### src/rtl/fb_port_arbiter_if.sv
`default_nettype none
// ============================================================================
//  Module      : fb_port_arbiter_if
//  Description : Bundle of display-read, CPU-handshake, RAM-side and
//                starvation signals for the framebuffer port arbiter.
//                The arbiter binds to the slave modport; the surrounding
//                system (fetch path, CPU, RAM) binds to the master modport.
//  Revision    : 1.0 - initial release
// ============================================================================
interface fb_port_arbiter_if #(
    parameter int ADDR_W = 19,
    parameter int DATA_W = 3
);
    // Display fetch path
    logic              disp_req;
    logic [ADDR_W-1:0] disp_addr;
    logic              disp_valid;
    logic [DATA_W-1:0] disp_data;

    // CPU request/acknowledge handshake
    logic              cpu_req;
    logic              cpu_we;
    logic [ADDR_W-1:0] cpu_addr;
    logic [DATA_W-1:0] cpu_wdata;
    logic              cpu_ack;
    logic [DATA_W-1:0] cpu_rdata;

    // Single-port synchronous RAM
    logic [ADDR_W-1:0] mem_addr;
    logic              mem_we;
    logic [DATA_W-1:0] mem_wdata;
    logic [DATA_W-1:0] mem_rdata;

    // Firmware-visible starvation status
    logic              cpu_starved;
    logic              starve_clr;

    modport slave (
        input  disp_req, disp_addr,
        input  cpu_req, cpu_we, cpu_addr, cpu_wdata,
        input  mem_rdata,
        input  starve_clr,
        output disp_valid, disp_data,
        output cpu_ack, cpu_rdata,
        output mem_addr, mem_we, mem_wdata,
        output cpu_starved
    );

    modport master (
        output disp_req, disp_addr,
        output cpu_req, cpu_we, cpu_addr, cpu_wdata,
        output mem_rdata,
        output starve_clr,
        input  disp_valid, disp_data,
        input  cpu_ack, cpu_rdata,
        input  mem_addr, mem_we, mem_wdata,
        input  cpu_starved
    );
endinterface
`default_nettype wire

### src/rtl/fb_port_arbiter.sv
`default_nettype none
// ============================================================================
//  Module      : fb_port_arbiter
//  Description : Arbitrates one single-port synchronous framebuffer RAM
//                between display scanout reads (absolute priority, fixed
//                2-cycle latency, never stalls) and CPU accesses served in
//                free slots through a req/ack handshake. A sticky flag
//                reports prolonged CPU starvation to firmware.
//  Revision    : 1.0 - initial release
// ============================================================================
module fb_port_arbiter #(
    parameter int ADDR_W     = 19,
    parameter int DATA_W     = 3,
    parameter int STARVE_MAX = 800
) (
    input  logic             clk,
    input  logic             rst_n,
    fb_port_arbiter_if.slave bus
);

    localparam int                 c_cnt_w       = $clog2(STARVE_MAX + 1);
    localparam logic [c_cnt_w-1:0] c_starve_max  = c_cnt_w'(STARVE_MAX);
    localparam logic [c_cnt_w-1:0] c_starve_last = c_cnt_w'(STARVE_MAX - 1);

    // CPU transaction states: the CPU owns the RAM only in the slot that
    // moves IDLE->ISSUE; ISSUE/WAIT/ACK merely track the read latency.
    localparam logic [1:0] c_idle  = 2'd0;
    localparam logic [1:0] c_issue = 2'd1;
    localparam logic [1:0] c_wait  = 2'd2;
    localparam logic [1:0] c_ack   = 2'd3;

    logic [1:0]         r_state;
    logic [1:0]         w_state_next;
    logic               w_cpu_ack;
    logic               w_cpu_accept;
    logic               w_starving;

    logic [ADDR_W-1:0]  r_mem_addr;
    logic               r_mem_we;
    logic [DATA_W-1:0]  r_mem_wdata;
    logic               r_cpu_is_write;
    logic [DATA_W-1:0]  r_cpu_rdata;

    logic               r_disp_tag1;
    logic               r_disp_tag2;
    logic               r_disp_valid;
    logic [DATA_W-1:0]  r_disp_data;

    logic [c_cnt_w-1:0] r_starve_cnt;
    logic               r_cpu_starved;

    // Next-state and handshake decode; display requests always pre-empt IDLE acceptance
    always_comb begin
        w_state_next = r_state;
        w_cpu_ack    = 1'b0;
        w_cpu_accept = 1'b0;
        case (r_state)
            c_idle: begin
                if (!bus.disp_req && bus.cpu_req) begin
                    w_cpu_accept = 1'b1;
                    w_state_next = c_issue;
                end
            end
            c_issue: w_state_next = c_wait;
            c_wait:  w_state_next = c_ack;
            c_ack: begin
                // The edge leaving ACK ignores cpu_req so a held request is not re-served
                w_cpu_ack    = 1'b1;
                w_state_next = c_idle;
            end
            default: w_state_next = c_idle;
        endcase
    end

    assign w_starving = (r_state == c_idle) && bus.cpu_req && bus.disp_req;

    // CPU transaction state register
    always_ff @(posedge clk or negedge rst_n) begin
        if (!rst_n) begin
            r_state <= c_idle;
        end else begin
            r_state <= w_state_next;
        end
    end

    // RAM slot owner: display read, CPU access, or idle slot holding the address
    always_ff @(posedge clk or negedge rst_n) begin
        if (!rst_n) begin
            r_mem_addr     <= '0;
            r_mem_we       <= 1'b0;
            r_mem_wdata    <= '0;
            r_cpu_is_write <= 1'b0;
        end else if (bus.disp_req) begin
            r_mem_addr <= bus.disp_addr;
            r_mem_we   <= 1'b0;
        end else if (w_cpu_accept) begin
            r_mem_addr     <= bus.cpu_addr;
            r_mem_we       <= bus.cpu_we;
            r_mem_wdata    <= bus.cpu_wdata;
            r_cpu_is_write <= bus.cpu_we;
        end else begin
            r_mem_we <= 1'b0;
        end
    end

    // CPU read data captured as the FSM enters ACK; writes leave the last read value
    always_ff @(posedge clk or negedge rst_n) begin
        if (!rst_n) begin
            r_cpu_rdata <= '0;
        end else if ((r_state == c_wait) && !r_cpu_is_write) begin
            r_cpu_rdata <= bus.mem_rdata;
        end
    end

    // Display slot tags follow the RAM latency; data registered on the third edge
    always_ff @(posedge clk or negedge rst_n) begin
        if (!rst_n) begin
            r_disp_tag1  <= 1'b0;
            r_disp_tag2  <= 1'b0;
            r_disp_valid <= 1'b0;
            r_disp_data  <= '0;
        end else begin
            r_disp_tag1  <= bus.disp_req;
            r_disp_tag2  <= r_disp_tag1;
            r_disp_valid <= r_disp_tag2;
            if (r_disp_tag2) begin
                r_disp_data <= bus.mem_rdata;
            end
        end
    end

    // Starvation counter and sticky flag; clear has priority over a simultaneous set
    always_ff @(posedge clk or negedge rst_n) begin
        if (!rst_n) begin
            r_starve_cnt  <= '0;
            r_cpu_starved <= 1'b0;
        end else if (bus.starve_clr) begin
            r_starve_cnt  <= '0;
            r_cpu_starved <= 1'b0;
        end else begin
            if (w_cpu_accept || !bus.cpu_req) begin
                r_starve_cnt <= '0;
            end else if (w_starving && (r_starve_cnt != c_starve_max)) begin
                r_starve_cnt <= r_starve_cnt + 1'b1;
            end
            if (w_starving && (r_starve_cnt == c_starve_last)) begin
                r_cpu_starved <= 1'b1;
            end
        end
    end

    assign bus.mem_addr    = r_mem_addr;
    assign bus.mem_we      = r_mem_we;
    assign bus.mem_wdata   = r_mem_wdata;
    assign bus.disp_valid  = r_disp_valid;
    assign bus.disp_data   = r_disp_data;
    assign bus.cpu_ack     = w_cpu_ack;
    assign bus.cpu_rdata   = r_cpu_rdata;
    assign bus.cpu_starved = r_cpu_starved;

endmodule
`default_nettype wire

### src/flat_wrapper.sv
// flat-port wrapper written by rule: the top's interface ports become plain ports
module fb_port_arbiter_flat 
#(
    parameter int ADDR_W     = 19,
    parameter int DATA_W     = 3,
    parameter int STARVE_MAX = 800
)
  (clk, rst_n, bus_disp_req, bus_disp_addr, bus_cpu_req, bus_cpu_we, bus_cpu_addr, bus_cpu_wdata, bus_mem_rdata, bus_starve_clr, bus_disp_valid, bus_disp_data, bus_cpu_ack, bus_cpu_rdata, bus_mem_addr, bus_mem_we, bus_mem_wdata, bus_cpu_starved);
  fb_port_arbiter_if #(.ADDR_W(ADDR_W), .DATA_W(DATA_W)) bus_i ();
  input  logic clk;
  input  logic rst_n;
  input wire logic [$bits(bus_i.disp_req)-1:0] bus_disp_req;
  input wire logic [$bits(bus_i.disp_addr)-1:0] bus_disp_addr;
  input wire logic [$bits(bus_i.cpu_req)-1:0] bus_cpu_req;
  input wire logic [$bits(bus_i.cpu_we)-1:0] bus_cpu_we;
  input wire logic [$bits(bus_i.cpu_addr)-1:0] bus_cpu_addr;
  input wire logic [$bits(bus_i.cpu_wdata)-1:0] bus_cpu_wdata;
  input wire logic [$bits(bus_i.mem_rdata)-1:0] bus_mem_rdata;
  input wire logic [$bits(bus_i.starve_clr)-1:0] bus_starve_clr;
  output wire logic [$bits(bus_i.disp_valid)-1:0] bus_disp_valid;
  output wire logic [$bits(bus_i.disp_data)-1:0] bus_disp_data;
  output wire logic [$bits(bus_i.cpu_ack)-1:0] bus_cpu_ack;
  output wire logic [$bits(bus_i.cpu_rdata)-1:0] bus_cpu_rdata;
  output wire logic [$bits(bus_i.mem_addr)-1:0] bus_mem_addr;
  output wire logic [$bits(bus_i.mem_we)-1:0] bus_mem_we;
  output wire logic [$bits(bus_i.mem_wdata)-1:0] bus_mem_wdata;
  output wire logic [$bits(bus_i.cpu_starved)-1:0] bus_cpu_starved;
  assign bus_i.disp_req = bus_disp_req;
  assign bus_i.disp_addr = bus_disp_addr;
  assign bus_i.cpu_req = bus_cpu_req;
  assign bus_i.cpu_we = bus_cpu_we;
  assign bus_i.cpu_addr = bus_cpu_addr;
  assign bus_i.cpu_wdata = bus_cpu_wdata;
  assign bus_i.mem_rdata = bus_mem_rdata;
  assign bus_i.starve_clr = bus_starve_clr;
  assign bus_disp_valid = bus_i.disp_valid;
  assign bus_disp_data = bus_i.disp_data;
  assign bus_cpu_ack = bus_i.cpu_ack;
  assign bus_cpu_rdata = bus_i.cpu_rdata;
  assign bus_mem_addr = bus_i.mem_addr;
  assign bus_mem_we = bus_i.mem_we;
  assign bus_mem_wdata = bus_i.mem_wdata;
  assign bus_cpu_starved = bus_i.cpu_starved;
  fb_port_arbiter #(.ADDR_W(ADDR_W), .DATA_W(DATA_W), .STARVE_MAX(STARVE_MAX)) u_core (.clk(clk), .rst_n(rst_n), .bus(bus_i));
endmodule
### config.mk
export PLATFORM = sky130hd
export DESIGN_NAME = fb_port_arbiter_flat
export DESIGN_NICKNAME = d
export VERILOG_FILES = /design/src/rtl/fb_port_arbiter_if.sv /design/src/rtl/fb_port_arbiter.sv /design/src/flat_wrapper.sv
export SDC_FILE = /design/constraint.sdc
export NUM_CORES = 1
export LEC_CHECK = 0
export CORE_AREA = 2 2 83 93
export DETAILED_ROUTE_END_ITERATION = 8
export DIE_AREA = 0 0 85 95
export HOLD_SLACK_MARGIN = 0.08
export MAX_ROUTING_LAYER = met4
export PLACE_DENSITY_LB_ADDON = 0.15
export RECOVER_POWER = 50
export SLEW_MARGIN = 30
export SYNTH_ARGS = -nofsm -noshare
export SYNTH_HDL_FRONTEND = slang
export SYNTH_SLANG_ARGS = --single-unit
### constraint.sdc
create_clock -name clk -period 1.8 [get_ports clk]
set_input_delay 0.27 -clock clk [delete_from_list [all_inputs] [get_ports clk]]
set_output_delay 0.27 -clock clk [all_outputs]
set_load 0.01 [all_outputs]
==> results.ini, run 1 <==
[sta]
slew_headroom_pct = 54.7
fin_crit_ps = 1680
finalHoldViolCount = 0
rsz0062_at_grt = true
final-setup-viol-count = 0
worstMarginPinSlew_ps = 679
min_period_over_period_pct = 93.4
maxSlewViolCount = 0
fin_skew_ps = 8.26
timing.fmax_ghz = 0.595

[power]
ir_worst_vdd_uv = 406
power_leakage_uw = 0.00141
p_total_uw = 2970
power.density_nw_per_um2 = 943

[synth]
synth_warnings = 0
synthTopCellsByArea = dfrtp_1, mux2i_1, mux2_2
seq_area_frac_synth_pct = 54.7
syn_avg_cell_area_um2 = 11.2
synth_nets = 244
ys.flop_type = dfrtp_1
synthDistinctLibCells = 29
synth_common_cells = dfrtp_1, nand2_1, mux2i_1
syn-cell-area_um2 = 2110
ys_ff_latch = 46
synth_top_area_cell = dfrtp_1
synthArstFlopShare_pct = 100
netlist.area_leader.share_pct = 54.7
netlist_instances = 188
synth_most_common_cell = dfrtp_1
synth_edf_count = 0

[cells_and_area]
drive_gt1_share_pct = 10.5
area_delta_synth_final_pct = 49.7
nNetsFinal = 332
final-instance-count-excl-fill = 364
diodes = 0

[drt]
viasPerCell = 4.58
drc = 0
drt_wl_total_um = 4670
avgRoutedWirePerCell_um = 12.8
via_count = 1668
first_pass_iters = 5
ant_nets = 0
drt_iter0_markers = 74

[place]
port_buffers = 81
gp_congestion = 0.774
place_hpwl_um = 3480
place_inst = 355

[worst_hold_path]
hp-class = register to register
hp-start = u_core.r_disp_tag1
whs_path_depth = 0
min_delay_worst_endpoint = u_core.r_disp_tag2

[grt]
grt.overflow.total = 0
antenna_found_initial = 0
grt_util_all_layers_pct = 12.3
grt_pass1_vias = 1691
grt_pass1_wl_um = 7660
grt_start_max_net_pins = 40

[setup_path]
crit_path_start_kind = register
path_class = register to register
cp.required_ps = 1970
r2r-end = u_core.r_starve_cnt[6]
worstPathArrival_ps = 1860
critical_path.max_fanout = 9
end_kind = register
reg2regPathDepth = 6
r2r_start = u_core.r_state[0]
ff2ff_setup_slack_ps = 120

[clocking]
ctsHtreeMaxLevel = 2
insertion_delay_ps = 300
ctsRootBufferMaster = clkbuf_8
numCtsBuffers = 5
tritoncts = done
cts.sinks = 46
clk_pin_slew_ps = 90
clock_path_buffers = 2
cts_setup_buffers = 0

[die]
start_util_pct = 29.1
die_h_um = 95
die-area_um2 = 8080
fp-row-count = 33
coreArea_um2 = 7230
die_x_um = 85
pin_count = 82

[run]
cap_viol_max_count = 0

[outcome]
outcome = completed

[metal layers]
metal | wire, um | part of all wire, % | global-route usage, %
met1 | 2130 | 46 | 14.5
met2 | 2150 | 46 | 20.2
met3 | 352 | 7.5 | 3.93
met4 | 35 | 0.75 | 3.70
met5 | 0 | 0 | -
[area by class of cell]
type                       count  area, um^2
clock buffer                   7        86.3
clock inverter                 1        8.76
fill                         723        4070
inverter                       9        33.8
multi-input combinational    125         888
sequential                    46        1150
tap                           87         109
timing repair buffer          89         875
[what timing repair did]
item                                    in CTS  in global routing
hold buffers                                 1                  0
endpoints found under the hold margin       24                  0
resized for setup                            0                  1
endpoints found under the setup margin       0                  1
[worst max path at each step]
| stage | from | endpoint | slack [ps] | cells after the start |
|---|---|---|---|---|
| floorplan | u_core.r_state[0] | u_core.r_starve_cnt[8] | 280 | 6 |
| global placement | bus_cpu_req | u_core.r_starve_cnt[8] | 90 | 5 |
| detailed placement | bus_cpu_req | u_core.r_starve_cnt[8] | 60 | 5 |
| CTS | u_core.r_state[0] | u_core.r_starve_cnt[8] | 100 | 6 |
| global route | u_core.r_state[0] | u_core.r_starve_cnt[7] | -4 | 6 |
| finish | u_core.r_state[0] | u_core.r_starve_cnt[6] | 120 | 6 |
[registers in the layout, summed over array words and instances (netlist names)]
register and flops:
u_core.r_disp_tag1 1, u_core.bus.mem_addr 19, u_core.r_cpu_is_write 1, u_core.r_starve_cnt 10, u_core.r_disp_tag2 1, u_core.bus.disp_data 3
u_core.bus.cpu_rdata 3, u_core.bus.mem_wdata 3, u_core.bus.cpu_starved 1, u_core.bus.mem_we 1, u_core.r_state 2, u_core.bus.disp_valid 1
[through the flow]
| step | TNS, ps | worst slack, ps | hold WS (ps) | cell area (um^2) | utilization [%] |
|---|---|---|---|---|---|
| 2_1_floorplan | 0 | 278 | -25.6 | 2110 | - |
| 3_3_place_gp | 0 | 90.5 | 330 | 3050 | 42.2 |
| 3_5_place_dp | 0 | 56.2 | 327 | 3050 | 42.2 |
| 4_1_cts | 0 | 96.3 | 356 | 3150 | 43.6 |
| 5_1_grt | -7.28 | -3.88 | 366 | 3150 | 43.6 |
| 6_report | 0 | 119 | 353 | 3150 | 43.6 |
[power by group]
| part | internal (uW) | leakage (uW) | switching, uW |
|---|---|---|---|
| clock | 318 | 0.0000489 | 361 |
| sequential | 1210 | 0.000575 | 91.3 |
| combinational | 582 | 0.000789 | 412 |
| total | 2110 | 0.00141 | 864 |
[worst max-delay path, cell delays in order (launching register included)]
cell	delay, ps
dfrtp_1	390
inv_1	120
ha_1	260
nand3_2	210
nor4_1	370
xnor2_1	160
nor2_1	50
[layout by cell type (no fill, tap or decap), types with 4 or more instances in the layout]
cell type and count:
buf_4 4, clkdlybuf4s50_1 78, mux2i_1 20, xnor2_1 6, o21ai_0 12, ha_1 6
nand2_1 23, dfrtp_1 46, mux2_2 9, clkbuf_8 6, o21ai_1 13, inv_1 9
nor2_1 12
[cells by family (layout without fill, tap and decap cells)]
group / after synthesis / after routing / share of synthesized area (%)
AND/OR/NAND/NOR: 52 / 52 / 12.5
flip-flops: 46 / 46 / 54.7
AO/OA/AOI/OAI: 31 / 31 / 8.62
multiplexers: 29 / 29 / 14.3
buffers and inverters: 17 / 106 / 3.45
XOR/XNOR: 7 / 7 / 2.91
adder cells (fa/ha/maj): 6 / 6 / 3.56
Note: power is estimated with default switching activity, not from simulation.
==> run 2, diff against run 1 <==
- SLEW_MARGIN: 30 -> 15
- clock period: 1.8 -> 1.6 ns (I/O delays scaled with it)
==> results.ini, run 2 (synthesis gave the netlist of run 1 again) <==
[power]
ir_worst_vdd_uv = 492  ; was 406 uV
power.density_nw_per_um2 = 1060  ; was 943 nW/um^2
power_leakage_uw = 0.00145  ; was 0.00141 uW

[setup_path]
cp.required_ps = 1360  ; was 1970 ps
critical_path.max_fanout = 2  ; was 9
end_kind = output port  ; was register
crit_start = u_core.r_state[1]  ; was u_core.r_state[0]
endpoint = bus_cpu_ack  ; was u_core.r_starve_cnt[6]
r2r-end = u_core.r_starve_cnt[1]  ; was u_core.r_starve_cnt[6]
path_class = register to output port  ; was register to register
reg2regPathDepth = 6  ; unchanged
r2r_start = u_core.r_starve_cnt[0]  ; was u_core.r_state[0]
worstPathArrival_ps = 1240  ; was 1860 ps
ff2ff_setup_slack_ps = 120  ; about the same
crit_path_start_kind = register  ; unchanged

[clocking]
clock_path_buffers = 2  ; unchanged
ctsHtreeMaxLevel = 2  ; unchanged
cts.sinks = 46  ; unchanged
numCtsBuffers = 5  ; unchanged
tritoncts = done  ; unchanged
insertion_delay_ps = 300  ; about the same
ctsRootBufferMaster = clkbuf_8  ; unchanged
cts_setup_buffers = 0  ; unchanged
clk_pin_slew_ps = 90  ; about the same

[sta]
timing.fmax_ghz = 0.674
fin_ws_ps = 117  ; was 119 ps
final-setup-viol-count = 0  ; unchanged
rsz0062_at_grt = false  ; was true
slew_headroom_pct = 64.6  ; was 54.7%
finalHoldViolCount = 0  ; unchanged
min_period_over_period_pct = 92.7
maxSlewViolCount = 0  ; unchanged
fin_crit_ps = 1480
worstMarginPinSlew_ps = 531  ; was 679 ps
fin_skew_ps = 8.76  ; was 8.26 ps

[grt]
grt_start_max_net_pins = 40  ; unchanged
grt_util_all_layers_pct = 12.3  ; about the same
grt_pass1_vias = 1672  ; was 1,691
antenna_found_initial = 0  ; unchanged
grt.overflow.total = 0  ; unchanged
grt_pass1_wl_um = 7640  ; was 7660 um

[worst_hold_path]
hp-class = register to register  ; unchanged

[drt]
avgRoutedWirePerCell_um = 12.7  ; was 12.8 um
first_pass_iters = 4  ; was 5
via_count = 1650  ; was 1,668
ant_nets = 0  ; unchanged
drt_wl_total_um = 4680  ; was 4670 um
drc = 0  ; unchanged
drt_iter0_markers = 82  ; was 74
viasPerCell = 4.48  ; was 4.58

[cells_and_area]
final_area_um2 = 3200  ; was 3150 um^2
diodes = 0  ; unchanged
final_common_cell = clkdlybuf4s50_1  ; unchanged
nNetsFinal = 336  ; was 332
post-route-util_pct = 44.2  ; was 43.6%
drive_gt1_share_pct = 12.5  ; was 10.5%
area_delta_synth_final_pct = 51.8  ; was 49.7%
layout_common_cells = clkdlybuf4s50_1, dfrtp_1, nand2_1  ; unchanged
largest_reg_flops = 19  ; unchanged

[place]
port_buffers = 81  ; unchanged
pre_cts_ws_ps = -106  ; was 56.2 ps
dpl_cell_area_um2 = 3080  ; was 3050 um^2
place_hpwl_um = 3410  ; was 3480 um
gp_congestion = 0.789  ; was 0.774

[die]
fp-row-count = 33  ; unchanged
die_h_um = 95  ; unchanged
coreArea_um2 = 7230  ; unchanged
die-area_um2 = 8080  ; unchanged
die_x_um = 85  ; unchanged
start_util_pct = 29.1  ; unchanged
pin_count = 82  ; unchanged

[run]
cap_viol_max_count = 0  ; unchanged

[outcome]
outcome = completed  ; unchanged

-- run 2: cell count changes in the layout (fill, tap and decap cells not counted), moves of 2 or more --
cell / change
inv_2: +2
o21ai_0: +3
inv_1: -2
o21ai_1: -3
clkinv_2: +2
buf_4: +3
nor4_4: +2
nand3_2: -2
dlygate4sd3_1: -2
-- run 2: metal layers --
metal	routed length [um]	GRT usage, %	share of wire, %	up-vias
li1	-	-	-	825
met1	2170	15.3	46	763
met2	2110	18.8	45	57
met3	344	4.37	7.4	5
met4	51	4.10	1.1	0
met5	0	-	0	-
-- run 2: worst min path at each step --
stage                             startpoint                      end  slack [ps]  depth (start not counted)
after floorplan                        rst_n  u_core.bus.cpu_rdata[0]         -60                          0
after global placement                 rst_n  u_core.bus.mem_wdata[2]         110                          1
after detailed placement               rst_n  u_core.bus.mem_wdata[2]         100                          1
after CTS                              rst_n  u_core.bus.mem_addr[16]         350                          2
after global routing      u_core.r_disp_tag1       u_core.r_disp_tag2         380                          0
final                     u_core.r_disp_tag1       u_core.r_disp_tag2         360                          0
-- run 2: per-stage QoR --
stage          std cells  TNS [ps]  hold WS [ps]  total power, uW
2_1_floorplan        188         0         -55.6             2020
3_3_place_gp         359      -744           108             2660
3_5_place_dp         359     -1270           103             2670
4_1_cts              368         0           347             3420
5_1_grt              368         0           377             3600
6_report             368         0           361             3380
-- run 2: what timing repair did --
action	4_1_cts	5_1_grt
hold buffers	1	0
resized for setup	4	7
setup endpoints to repair	4	7
hold endpoints to repair	46	0
-- run 2: critical path, cell delays in order (launching register included) --
cell             delay (ps)
dfrtp_1                 400
buf_4                   140
ha_1                    170
clkdlybuf4s15_1         230
-- run 2: final cells by class --
| type | count | area (um^2) |
|---|---|---|
| clock inverters | 3 | 18.8 |
| multi-input cells | 125 | 927 |
| clock buffers | 5 | 68.8 |
| fillers | 713 | 4030 |
| repair buffers | 93 | 887 |
| well taps | 87 | 109 |
| inverters | 9 | 33.8 |
| flip-flops and latches | 46 | 1150 |
-- run 2: power by group --
part | total [uW] | leakage (uW) | switching [uW] | internal, uW
Sequential | 1460 | 0.000575 | 104 | 1360
Combinational | 1200 | 0.000823 | 496 | 700
Clock | 720 | 0.0000483 | 412 | 308
